File: src/rtl/prefilter_ap_ctrl_driver.sv
// prefilter_ap_ctrl_driver: ap_ctrl_chain initiator for the module0_prefilter kernel.
// Launches a commanded number of invocations, drains them and reports progress,
// cycle counts and protocol errors.
// Optional stall watchdog with a sticky ERR state: define PREFILTER_CTRL_WATCHDOG_EN.
module prefilter_ap_ctrl_driver #(
  parameter int unsigned CNT_W        = 16,
  parameter int unsigned CYC_W        = 32,
  parameter int unsigned MAX_INFLIGHT = 2,
  parameter int unsigned WDOG_CYCLES  = 65536
) (
  input  logic             clock,
  input  logic             reset,
  input  logic             cmd_start,
  input  logic [CNT_W-1:0] cmd_count,
  input  logic             cmd_abort,
  input  logic             sink_ready,
  output logic             ap_start,
  output logic             ap_continue,
  input  logic             ap_ready,
  input  logic             ap_done,
  output logic             busy,
  output logic             done_pulse,
  output logic [CNT_W-1:0] launched,
  output logic [CNT_W-1:0] completed,
  output logic [CYC_W-1:0] cycle_count,
  output logic [CYC_W-1:0] first_latency,
  output logic             protocol_err
);

  // Reject configurations the inflight accounting does not support.
  if (MAX_INFLIGHT < 1 || MAX_INFLIGHT > 3 || WDOG_CYCLES < 1) begin : g_param_check
    $error("prefilter_ap_ctrl_driver: MAX_INFLIGHT must be 1..3 and WDOG_CYCLES >= 1");
  end

  typedef enum logic [2:0] {
    S_IDLE  = 3'd0,
    S_RUN   = 3'd1,
    S_DRAIN = 3'd2,
    S_DONE  = 3'd3
`ifdef PREFILTER_CTRL_WATCHDOG_EN
    , S_ERR = 3'd4
`endif
  } state_t;

  state_t           state_q;
  state_t           state_d;
  logic [CNT_W-1:0] target_q;
  logic [CYC_W-1:0] lat_cnt;
  logic             lat_started;
  logic             lat_done;
  logic             ap_start_d;
  logic             busy_d;
  logic             done_pulse_d;
  logic             wdog_trip;

  logic             run_drain;
  logic             accept;
  logic             launch_hs;
  logic             comp_hs;
  logic             err_ev;
  logic [CNT_W-1:0] inflight;
  logic [CNT_W-1:0] launched_n;
  logic [CNT_W-1:0] completed_n;
  logic [CNT_W-1:0] inflight_n;
  logic             launch_rule_n;

  // Handshake events and post-event counter values.
  assign run_drain   = (state_q == S_RUN) || (state_q == S_DRAIN);
  assign accept      = (state_q == S_IDLE) && cmd_start;
  assign inflight    = launched - completed;
  assign launch_hs   = ap_start && ap_ready;
  assign comp_hs     = ap_done && ap_continue && (inflight != '0);
  assign err_ev      = (ap_done && (inflight == '0)) || (ap_ready && !ap_start);
  assign launched_n  = launched + CNT_W'(launch_hs);
  assign completed_n = completed + CNT_W'(comp_hs);
  assign inflight_n  = launched_n - completed_n;
  assign launch_rule_n = (state_q == S_RUN) && (launched_n < target_q) &&
                         (inflight_n < CNT_W'(MAX_INFLIGHT)) && !cmd_abort;

`ifdef PREFILTER_CTRL_WATCHDOG_EN
  localparam int unsigned WD_W = $clog2(WDOG_CYCLES + 1);
  logic [WD_W-1:0] wdog_cnt;

  // Idle-handshake counter: restarts on every launch or completion.
  always_ff @(posedge clock or posedge reset) begin
    if (reset) begin
      wdog_cnt <= '0;
    end else if (!run_drain || launch_hs || comp_hs) begin
      wdog_cnt <= '0;
    end else if (wdog_cnt != WD_W'(WDOG_CYCLES)) begin
      wdog_cnt <= wdog_cnt + WD_W'(1);
    end
  end

  assign wdog_trip = run_drain && (wdog_cnt == WD_W'(WDOG_CYCLES)) &&
                     ((inflight != '0) || ap_start);
`else
  assign wdog_trip = 1'b0;
`endif

  // State register.
  always_ff @(posedge clock or posedge reset) begin
    if (reset) begin
      state_q <= S_IDLE;
    end else begin
      state_q <= state_d;
    end
  end

  // Next-state logic.
  always_comb begin
    state_d = state_q;
    case (state_q)
      S_IDLE: begin
        if (accept) begin
          state_d = (cmd_count == '0) ? S_DONE : S_RUN;
        end
      end
      S_RUN: begin
`ifdef PREFILTER_CTRL_WATCHDOG_EN
        if (wdog_trip) begin
          state_d = S_ERR;
        end else
`endif
        if ((launched == target_q) || (cmd_abort && !ap_start)) begin
          state_d = S_DRAIN;
        end
      end
      S_DRAIN: begin
`ifdef PREFILTER_CTRL_WATCHDOG_EN
        if (wdog_trip) begin
          state_d = S_ERR;
        end else
`endif
        if (inflight_n == '0) begin
          state_d = S_DONE;
        end
      end
      S_DONE: begin
        state_d = S_IDLE;
      end
`ifdef PREFILTER_CTRL_WATCHDOG_EN
      S_ERR: begin
        state_d = S_ERR;
      end
`endif
      default: begin
        state_d = S_IDLE;
      end
    endcase
  end

  // Output logic: continue is combinational, the rest feed output registers.
  always_comb begin
    ap_continue  = sink_ready && run_drain;
    ap_start_d   = 1'b0;
    busy_d       = (state_d == S_RUN) || (state_d == S_DRAIN);
    done_pulse_d = (state_d == S_DONE);
    if (wdog_trip) begin
      ap_start_d = 1'b0;
    end else if (ap_start && !ap_ready) begin
      ap_start_d = 1'b1;
    end else begin
      ap_start_d = launch_rule_n;
    end
  end

  // Output registers, counters and latency measurement.
  always_ff @(posedge clock or posedge reset) begin
    if (reset) begin
      ap_start      <= 1'b0;
      busy          <= 1'b0;
      done_pulse    <= 1'b0;
      target_q      <= '0;
      launched      <= '0;
      completed     <= '0;
      cycle_count   <= '0;
      first_latency <= '0;
      lat_cnt       <= '0;
      lat_started   <= 1'b0;
      lat_done      <= 1'b0;
      protocol_err  <= 1'b0;
    end else begin
      ap_start   <= ap_start_d;
      busy       <= busy_d;
      done_pulse <= done_pulse_d;
      if (accept) begin
        target_q      <= cmd_count;
        launched      <= '0;
        completed     <= '0;
        cycle_count   <= '0;
        first_latency <= '0;
        lat_cnt       <= '0;
        lat_started   <= 1'b0;
        lat_done      <= 1'b0;
        protocol_err  <= 1'b0;
      end else begin
        launched  <= launched_n;
        completed <= completed_n;
        if (run_drain && (cycle_count != '1)) begin
          cycle_count <= cycle_count + CYC_W'(1);
        end
        if (ap_start) begin
          lat_started <= 1'b1;
        end
        if ((ap_start || lat_started) && !lat_done && (lat_cnt != '1)) begin
          lat_cnt <= lat_cnt + CYC_W'(1);
        end
        if (comp_hs && !lat_done) begin
          lat_done      <= 1'b1;
          first_latency <= lat_cnt;
        end
        if (err_ev || wdog_trip) begin
          protocol_err <= 1'b1;
        end
      end
    end
  end

endmodule

File: config.mk
export PLATFORM = sky130hd
export DESIGN_NAME = prefilter_ap_ctrl_driver
export DESIGN_NICKNAME = d
export VERILOG_FILES = /design/src/rtl/prefilter_ap_ctrl_driver.sv
export SDC_FILE = /design/constraint.sdc
export NUM_CORES = 1
export LEC_CHECK = 0
export ABC_CLOCK_PERIOD_IN_PS = 5630
export CAP_MARGIN = 20
export CORE_MARGIN = 1
export CORE_UTILIZATION = 51
export DETAILED_ROUTE_END_ITERATION = 10
export PLACE_DENSITY_LB_ADDON = 0.3
export SETUP_SLACK_MARGIN = 0.02
export SYNTH_ARGS = -nofsm -noshare
export SYNTH_HDL_FRONTEND = slang
export SYNTH_SLANG_ARGS = --single-unit
File: constraint.sdc
create_clock -name clock -period 5.63 [get_ports clock]
set_clock_uncertainty 0.15 [all_clocks]
set_input_delay 0.563 -clock clock [delete_from_list [all_inputs] [get_ports clock]]
set_output_delay 0.563 -clock clock [all_outputs]
set_load 0.01 [all_outputs]
* After elaboration in Yosys (flattened, before gate mapping)
Cells that the tools add are included.
Storage, ports and cells: memories kept 0, memory bits (read-only) 0, bits in registers 153, output and inout port bits 101, bits in writable memories 0, logic and storage cells 84, bits in latches 0
Cells by class: equal/unequal tests 8, bitwise logic cells 0, add/sub/neg operators 6, shift-type cells 0, multipliers 0, order comparisons 2, div/mod/pow operators 0, mux-type cells 20, reductions and logical operators 35
Operators with widths (count):
- $mux 32 | 6
- $add 32x1->32 const B | 2
- $ne 32x32->1 const B | 2
- $logic_not 16->1 | 3
- $add 16x1->16 | 2
- $mux 16 | 2
- $sub 16x16->16 | 2
- $eq 16x16->1 | 1
- $logic_and 1x1->1 | 16
- $lt 16x16->1 | 1
- $lt 16x2->1 const B | 1
- $reduce_bool 16->1 | 1
- $reduce_bool 2->1 | 5
- $eq 3x2->1 const B | 3
- $mux 3 | 3
- $pmux 3 s3 | 1
- $mux 1 | 7
- $eq 3x1->1 const B | 2
- $logic_or 1x1->1 | 5
- $logic_not 1->1 | 4
- $logic_not 3->1 | 1
- $mux 2 | 1

* Depth between registers and ports, before layout
Gate-level depths: netlist (run 1).
depth in word-level cells 12, mapped depth 27, depth with buffers taken out 26

* Worst setup path after synthesis (run 1)
No wires, ideal clock.
path kind flip-flop to flip-flop, start point register launched[8], end point register busy, clock period less this slack 5.653 ns, path buffers 1, data arrival time 5.364 ns, cell stages (with the launch flop) 24, data required time 5.342 ns, setup time 0.138 ns, setup slack -0.023 ns, cell sequence dfrtp_1 ha_1 clkbuf_1 nand3_1 or3_1 a21oi_1 nor2_1 xnor2_1 a2111o_1 a2111oi_4 nor2_1 ha_1 ha_1 inv_1 fa_1 a211oi_1 o21ai_0 o31ai_1 a21oi_1 a41o_1 nor4_1 nand3_1 nor3_1 a2111oi_0
Between the ends: cells in the longest elaborated chain, start to end 10, elaborated cells between the ends (all ways) 15, classes of those cells add/sub (4); eq/ne (3); mux (3); reduce/logical (5)
Ends and longest elaborated chain:
- start: declaration | RTL line 23 | output logic [CNT_W-1:0] launched,
- start signal: assignment | RTL line 198 | launched <= launched_n;
- $sub 16x16->16 | RTL line 70 | assign inflight = launched - completed;
- $reduce_bool 16->1 | RTL line 72 | assign comp_hs = ap_done && ap_continue && (inflight != '0);
- $logic_and 1x1->1 | RTL line 72
- $add 16x1->16 | RTL line 75 | assign completed_n = completed + CNT_W'(comp_hs);
- $sub 16x16->16 | RTL line 76 | assign inflight_n = launched_n - completed_n;
- $logic_not 16->1 | RTL line 135 | if (inflight_n == '0) begin
- $mux 3 | RTL line 135
- $pmux 3 s3 * | RTL line 113 | case (state_q)
- $eq 3x1->1 / $eq 3x2->1 (equally long branches) | RTL line 157 | busy_d = (state_d == S_RUN) || (state_d == S_DRAIN);
- $logic_or 1x1->1 * | RTL line 157
- via busy_d | RTL line 52 | logic busy_d;
- end signal: assignment | RTL line 185 | busy <= busy_d;
- end: declaration | RTL line 21 | output logic busy,
Mark *: on every way through the listed nets, which the timed path passes. The rest lies on a longest branch. A chain may end at the register's enable or synchronous reset.

* Final worst setup path (run 1)
start point register launched[1], end point register busy
The elaborated chain is that of the path after synthesis.

==> results of run 1 <==
layout make-up:
type / count / area, sq um / share of cell area [%]
clock buffers: 20 / 466.7 / 3.783
well taps: 225 / 281.5 / 2.282
flip-flops and latches: 153 / 3829 / 31.03
repair buffers: 221 / 2007 / 16.27
clock inverters: 11 / 161.4 / 1.308
multi-input cells: 737 / 5278 / 42.77
inverters: 82 / 315.3 / 2.556
worst max-delay path, delay by kind of cell (launching register included):
kind,cells,cell delay [ns]
flip-flops,1,0.42
adder cells (fa/ha/maj),4,0.93
XOR/XNOR,1,0.12
multiplexers,1,0.21
AND/OR/NAND/NOR,9,1.35
AO/OA/AOI/OAI,8,2.08
buffers and inverters,1,0.18
timing repair:
action,in CTS,in global routing
pin swaps,22,33
setup buffers,7,15
setup endpoints to repair,4,4
resized for setup,36,40
cell usage in the layout, fill, tap and decap left out, types with 5 or more instances in the layout:
cell type,instances
a211oi_2,6
a21o_1,7
a21oi_1,30
and2_1,25
and3_1,14
and4_1,12
buf_4,94
clkbuf_16,17
clkdlybuf4s50_1,123
dfrtp_1,153
ha_1,39
ha_4,11
inv_1,78
mux2i_1,37
nand2_1,88
nand2b_1,8
nand3_1,40
nand4_1,31
nor2_1,103
nor3_1,20
nor4_1,9
o21a_1,5
o21ai_0,39
or3_1,12
xnor2_1,67
xnor2_2,7
xor2_1,34
routing by layer:
| metal | up-vias | GRT usage (%) |
|---|---|---|
| met5 | - | 0 |
| met4 | 0 | 9.321 |
| met3 | 38 | 7.271 |
| met2 | 238 | 43.85 |
| met1 | 3907 | 36.54 |
| li1 | 3882 | - |
kinds of logic (layout without fill, tap and decap cells):
group           Yosys count  in the layout  synth area share [%]
xor+xnor                108            108                 10.33
flops                   153            153                 41.80
simple gates            396            396                 21.38
fa+ha+maj                52             52                 7.186
buf+inv                 114            334                 4.959
compound gates          143            143                 10.26
mux                      37             37                 4.044
other cells               1              1               0.04094
sequential cells by signal, indices dropped and copies added (netlist names):
signal         count
launched          16
state_q            3
completed         16
ap_start           1
lat_cnt           32
cycle_count       32
done_pulse         1
lat_started        1
target_q          16
busy               1
first_latency     32
protocol_err       1
lat_done           1
through the flow:
| stage | total power, mW | instance area [sq um] | setup slack, ns | util, % |
|---|---|---|---|---|
| after CTS | 3.248 | 11970 | -0.08332 | 68.74 |
| after global placement | 1.960 | 11100 | -0.05001 | 63.74 |
| after detailed placement | 1.982 | 11100 | -0.2202 | 63.74 |
| final | 3.345 | 12340 | 0.03862 | 70.84 |
| after floorplan | 1.716 | 9164 | 0.05287 | - |
| after global routing | 3.477 | 12340 | -0.2595 | 70.84 |
power breakdown:
group | leakage (nW) | switching (mW) | internal (mW) | total, mW
Sequential | 2.10 | 0.0615 | 1.16 | 1.22
Combinational | 3.02 | 0.460 | 0.445 | 0.905
Clock | 0.299 | 0.478 | 0.739 | 1.22
Total | 5.42 | 1.00 | 2.35 | 3.35
worst min path at each step:
stage,start,endpoint,depth (start not counted)
final,lat_started,lat_started,2
after global routing,lat_started,lat_started,2
after CTS,lat_started,lat_started,2
after detailed placement,lat_started,lat_started,2
after global placement,lat_started,lat_started,2
after floorplan,lat_started,lat_started,2
==> impl_results.md, run 1 <==
- Async SR Flop Fraction: 100.0%
- Port buffer count: 123
- Clock root buffer: clkbuf_16
- Final min period: 5.591 ns
- Hpwl dp: 17640 microns
- Met1 WL: 10950 microns
- Wirelength per Cell: 17.17 microns
- Yosys Warn Count: 0
- Share of post-route cells with drive strength above 1: 16.67%
- Number of cells after detailed placement: 1394
- Worst-Skew Late Latency: 0.43 ns
- HP Class: reg2reg
- Metal2 WL: 11640 microns
- #FFs+latches synth: 153
- Synth top area cells: dfrtp_1, xnor2_1, ha_1
- Highest Signal Layer: met4
- Max Cap Viol: 0
- Worst-path cell chain: ha_4 > nor2b_4 > o31a_1 > or4_4 > a31oi_4 > mux2i_1 > nand4_1 > a2111oi_4 > nor2_2 > ha_4 > ha_4 > nand3_1 > xnor2_2 > ha_4 > nand2_2 > a211oi_2 > o2111ai_2 > buf_4 > o21ai_2 > nor3_1 > a31o_2 > nand3_2 > nor3_4 > a2111oi_2
- Syn Std Cell Area: 0.009159 sq mm
- Die Area: 0.01850 sq mm
- Largest net degree at the start of global routing: 114
- Syn nets: 1079
- Longest Clk Path Bufs: 2
- DR vias: 8065
- Layout net count: 1287
- Final Hold Vio Count: 0
- CP dominant cell by count: ha_4
- Crit. Startpoint: launched[1]
- Global-route wire length before repair: 39530 microns
- Initial drt markers: 462
- Worst setup EP type: flip-flop
- Starting Density: 52.59%
- Reg clk slew, reported paths: 0.06 ns
- Commonest cells post-synth: dfrtp_1, nor2_1, nand2_1, inv_1, xnor2_1
- Die W: 136.0 microns
- TritonCTS clock tree: built
- Slew Limit Fails: 0
- Routed WL: 24880 microns
- Worst-Margin Slew: 0.6374 ns
- Maximum vdd drop: 0.1868 mV
- Final Cycle Share: 99.31%
- Most used DFF post-synth: dfrtp_1
- CTS Buf Count: 17
- Critical register-to-register path startpoint: launched[1]
- Most common cell in the netlist: dfrtp_1
- Core ar.: 0.01742 sq mm
- Slowest cell on crit path: or4_4
- Post-synth top area share: 41.80%
- Sequential-to-total area share from yosys stat: 41.80%
- Slowest stage delay, CP: 0.48 ns
- Layout Cells excl Fill: 1449
- Hold_buf cts: 0
- Die height: 136.0 microns
- WHS: 0.3356 ns
- Total negative slack: 0 ns
- Max-slew headroom: 57.05%
- WP data arrival: 5.75 ns
- Max Clock Freq: 178.8 MHz
- Setup Viol. Count Final: 0
- Critical Path Fanout Max: 5
- Via density: 5.566
- Grt ovf: 0
- Post-route ant nets: 0
- Detailed Routing Iterations Pass 1: 5
- Area delta synth->final: 34.71%
- Row cnt: 48
- CTS H-tree lvls: 4
- R2R setup slack: 0.04 ns
- Worst Setup EP: busy
- Leakage Power: 5.422 nW
- R2r worst-path depth: 24
- Crit Path Category: reg2reg
- CP required: 5.79 ns
- R2R Path End: busy
- Startpoint Class: flip-flop
- Number of synthesized flops with an enable pin: 0
- Unrepaired setup endpoints after global routing: true
- Run status: finished clean
- Syn Area/Cell: 9.122 sq um
- Num ports: 124
- Vias in the first global route: 7800
- Pwr/cell area: 271.1 mW/mm^2
- Met3 wire len: 1763 microns
- Initial antenna violation count: 0
- Synth cell types: 60
- Yosys top cell by area: dfrtp_1
- CTS Sinks: 153
- GRT Total Usage: 27.65%
- DRC violations left: 0
- Antenna Cells: 0
- Fillcell total: 1297
- Cells after Synth: 1004
- Final RePlAce weighted congestion: 0.9137
(Power assumes the default switching activity.)
==> run 2, diff against run 1 <==
- CTS_BUF_LIST: unset -> sky130_fd_sc_hd__clkbuf_8 sky130_fd_sc_hd__clkbuf_16
- REMOVE_ABC_BUFFERS: unset -> 1
==> run 2 against run 1 <==
Register-to-register slack got worse by 0.02 ns; final area fell by 2.8%; total power fell by 5.2%; global-route usage fell by 0.75 points; die area did not move; first-iteration DRC count rose by 3.7%.
==> impl_results.md, run 2 (synthesis results as in run 1) <==
- CTS Sinks: 153 (unchanged)
- Critical register-to-register path startpoint: launched[1]
- HP Class: reg2reg
- Port buffer count: 123 (unchanged)
- Die height: 136.0 microns (unchanged)
- Area delta synth->final: 30.96%
- DRC violations left: 0 (unchanged)
- Share of post-route cells with drive strength above 1: 13.33% (-3.3 points)
- Total power: 3.173 mW (-5.2%)
- Setup Viol. Count Final: 0 (unchanged)
- Fillcell total: 1318 (+1.6%)
- CP dominant cell by count: ha_4
- Hold EP: lat_started
- Leakage Power: 5.254 nW (-3.1%)
- Longest Clk Path Bufs: 2 (unchanged)
- CP required: 5.85 ns (+0.06 ns)
- Run status: finished clean
- Most common cell after layout, fill and taps aside: dfrtp_1
- Post-route ant nets: 0 (unchanged)
- Hpwl dp: 17320 microns (-1.8%)
- Die W: 136.0 microns (unchanged)
- Largest net degree at the start of global routing: 114 (unchanged)
- Unrepaired setup endpoints after global routing: true
- Core ar.: 0.01742 sq mm (unchanged)
- Hold path cells: 2 (unchanged)
- Worst-Skew Late Latency: 0.43 ns (about the same)
- Slowest stage delay, CP: 0.48 ns (about the same)
- R2R Path End: state_q[0]
- Layout Cells excl Fill: 1425 (-1.7%)
- Clock root buffer: clkbuf_16
- Via density: 5.530 (-0.65%)
- Startpoint Class: flip-flop
- Initial antenna violation count: 0 (unchanged)
- Slew Limit Fails: 0 (unchanged)
- Die Area: 0.01850 sq mm (unchanged)
- TritonCTS clock tree: built
- Core Util, Final: 68.86% (-2.0 points)
- Maximum vdd drop: 0.2367 mV (+27%)
- Starting Density: 52.59% (unchanged)
- Final RePlAce weighted congestion: 0.9085 (-0.57%)
- Max Cap Viol: 0 (unchanged)
- Row cnt: 48 (unchanged)
- R2R setup slack: 0.02 ns (-0.02 ns)
- Crit. Startpoint: launched[1]
- Largest regs: cycle_count: 32 flops, first_latency: 32 flops, lat_cnt: 32 flops
- Layout net count: 1262 (-1.9%)
- Worst-Margin Slew: 0.8901 ns (+0.2526 ns)
- Hold path start: lat_started
- Num ports: 124 (unchanged)
- Final Hold Vio Count: 0 (unchanged)
- WHS: 0.3453 ns (+0.009770 ns)
- Global-route wire length before repair: 38320 microns (-3.1%)
- Pwr/cell area: 264.6 mW/mm^2 (-2.4%)
- Commonest cells after routing, fill and taps aside: dfrtp_1, clkdlybuf4s50_1, nor2_1
- CTS Buf Count: 17 (unchanged)
- GR Util met1: 33.99% (-2.5 points)
- Vias in the first global route: 7716 (-1.1%)
- CTS H-tree lvls: 4 (unchanged)
- Final Cycle Share: 99.64% (+0.32 points)
- Max Clock Freq: 178.3 MHz (-0.32%)
- R2r worst-path depth: 23 (-4.2%)
- Grt ovf: 0 (unchanged)
- GRT Total Usage: 26.90% (-0.75 points)
- Critical Path Fanout Max: 3 (-2)
- Routed WL: 24170 microns (-2.8%)
- Busiest grt layer: met2
- Number of cells after detailed placement: 1382 (-0.86%)
- DR vias: 7880 (-2.3%)
- Worst setup EP type: flip-flop
- Antenna Cells: 0 (unchanged)
- Final min period: 5.609 ns (+0.01807 ns)
- M3 GR Usage: 6.078% (-1.2 points)
- WP data arrival: 5.83 ns (+0.08 ns)
- Detailed Routing Iterations Pass 1: 5 (unchanged)
- Reg clk slew, reported paths: 0.06 ns (about the same)
- Max-slew headroom: 40.66% (-16 points)
- Wirelength per Cell: 16.96 microns (-1.2%)
- Met2 Use GR: 44.95% (+1.1 points)
- Crit Path Category: reg2reg
- Worst-path cell chain: ha_1 > nor2b_4 > o31a_1 > or4_4 > a31oi_4 > mux2i_1 > nand4_1 > a2111oi_4 > nor2_2 > ha_4 > ha_4 > inv_4 > fa_2 > a211oi_2 > o21ai_2 > buf_4 > a311oi_2 > a21oi_1 > a211o_1 > nor4_2 > nand3_1 > nor3_4 > or2_2
- Initial drt markers: 479 (+3.7%)
- Slowest cell on crit path: or4_4
## run 2: cell count changes in the layout (fill, tap and decap cells not counted), sizes merged
cell and delta:
clkinv +4, inv +1, clkbuf -2, bufinv -1
clkinvlp -1, buf -25
## run 2: worst max-delay path by stage
stage                             to
after global routing      done_pulse
after CTS                       busy
final                     state_q[0]
after floorplan                 busy
after global placement          busy
after detailed placement        busy
## run 2: critical path, delay by kind of cell (launching register included)
| family | cells | cell delay, ns |
|---|---|---|
| AND/OR/NAND/NOR | 8 | 1.61 |
| buffers and inverters | 2 | 0.19 |
| AO/OA/AOI/OAI | 8 | 1.89 |
| multiplexers | 1 | 0.21 |
| adder cells (fa/ha/maj) | 4 | 1.13 |
| flip-flops | 1 | 0.38 |
## run 2: repair_timing
action / in CTS / in global routing
setup endpoints to repair: 4 / 4
hold buffers: 0 / 0
gates resized for setup: 25 / 29
pin swaps: 9 / 16
setup buffers: 4 / 5
## run 2: stage by stage
step | instance area (sq um) | setup TNS [ns] | setup slack, ns
final | 11990 | 0 | 0.02054
after CTS | 11730 | 0 | 0.01424
after global routing | 11990 | -0.8806 | -0.2540
after detailed placement | 11010 | -0.3734 | -0.1517
after global placement | 11010 | -0.02055 | -0.02055
after floorplan | 9012 | 0 | 0.04449
## run 2: area by class of cell
cell class / instances / area [sq um] / share of cell area, %
clock buffer: 18 / 439.2 / 3.662
tap: 225 / 281.5 / 2.347
clock inverter: 14 / 132.6 / 1.106
inverter: 82 / 315.3 / 2.629
multi-input combinational: 737 / 5185 / 43.23
timing repair buffer: 196 / 1812 / 15.11
sequential: 153 / 3829 / 31.92
## run 2: per-layer routing
layer  share of wire, %  vias to the layer above
li1                   -                     3822
met1                 43                     3799
met2                 49                      212
met3                5.7                       47
met4                2.5                        0
met5                  0                        -
## run 2: power breakdown
group	total, mW	internal (mW)	switching, mW
combinational	0.834	0.400	0.433
clock	1.12	0.658	0.460
sequential	1.22	1.16	0.0601
total	3.17	2.22	0.953
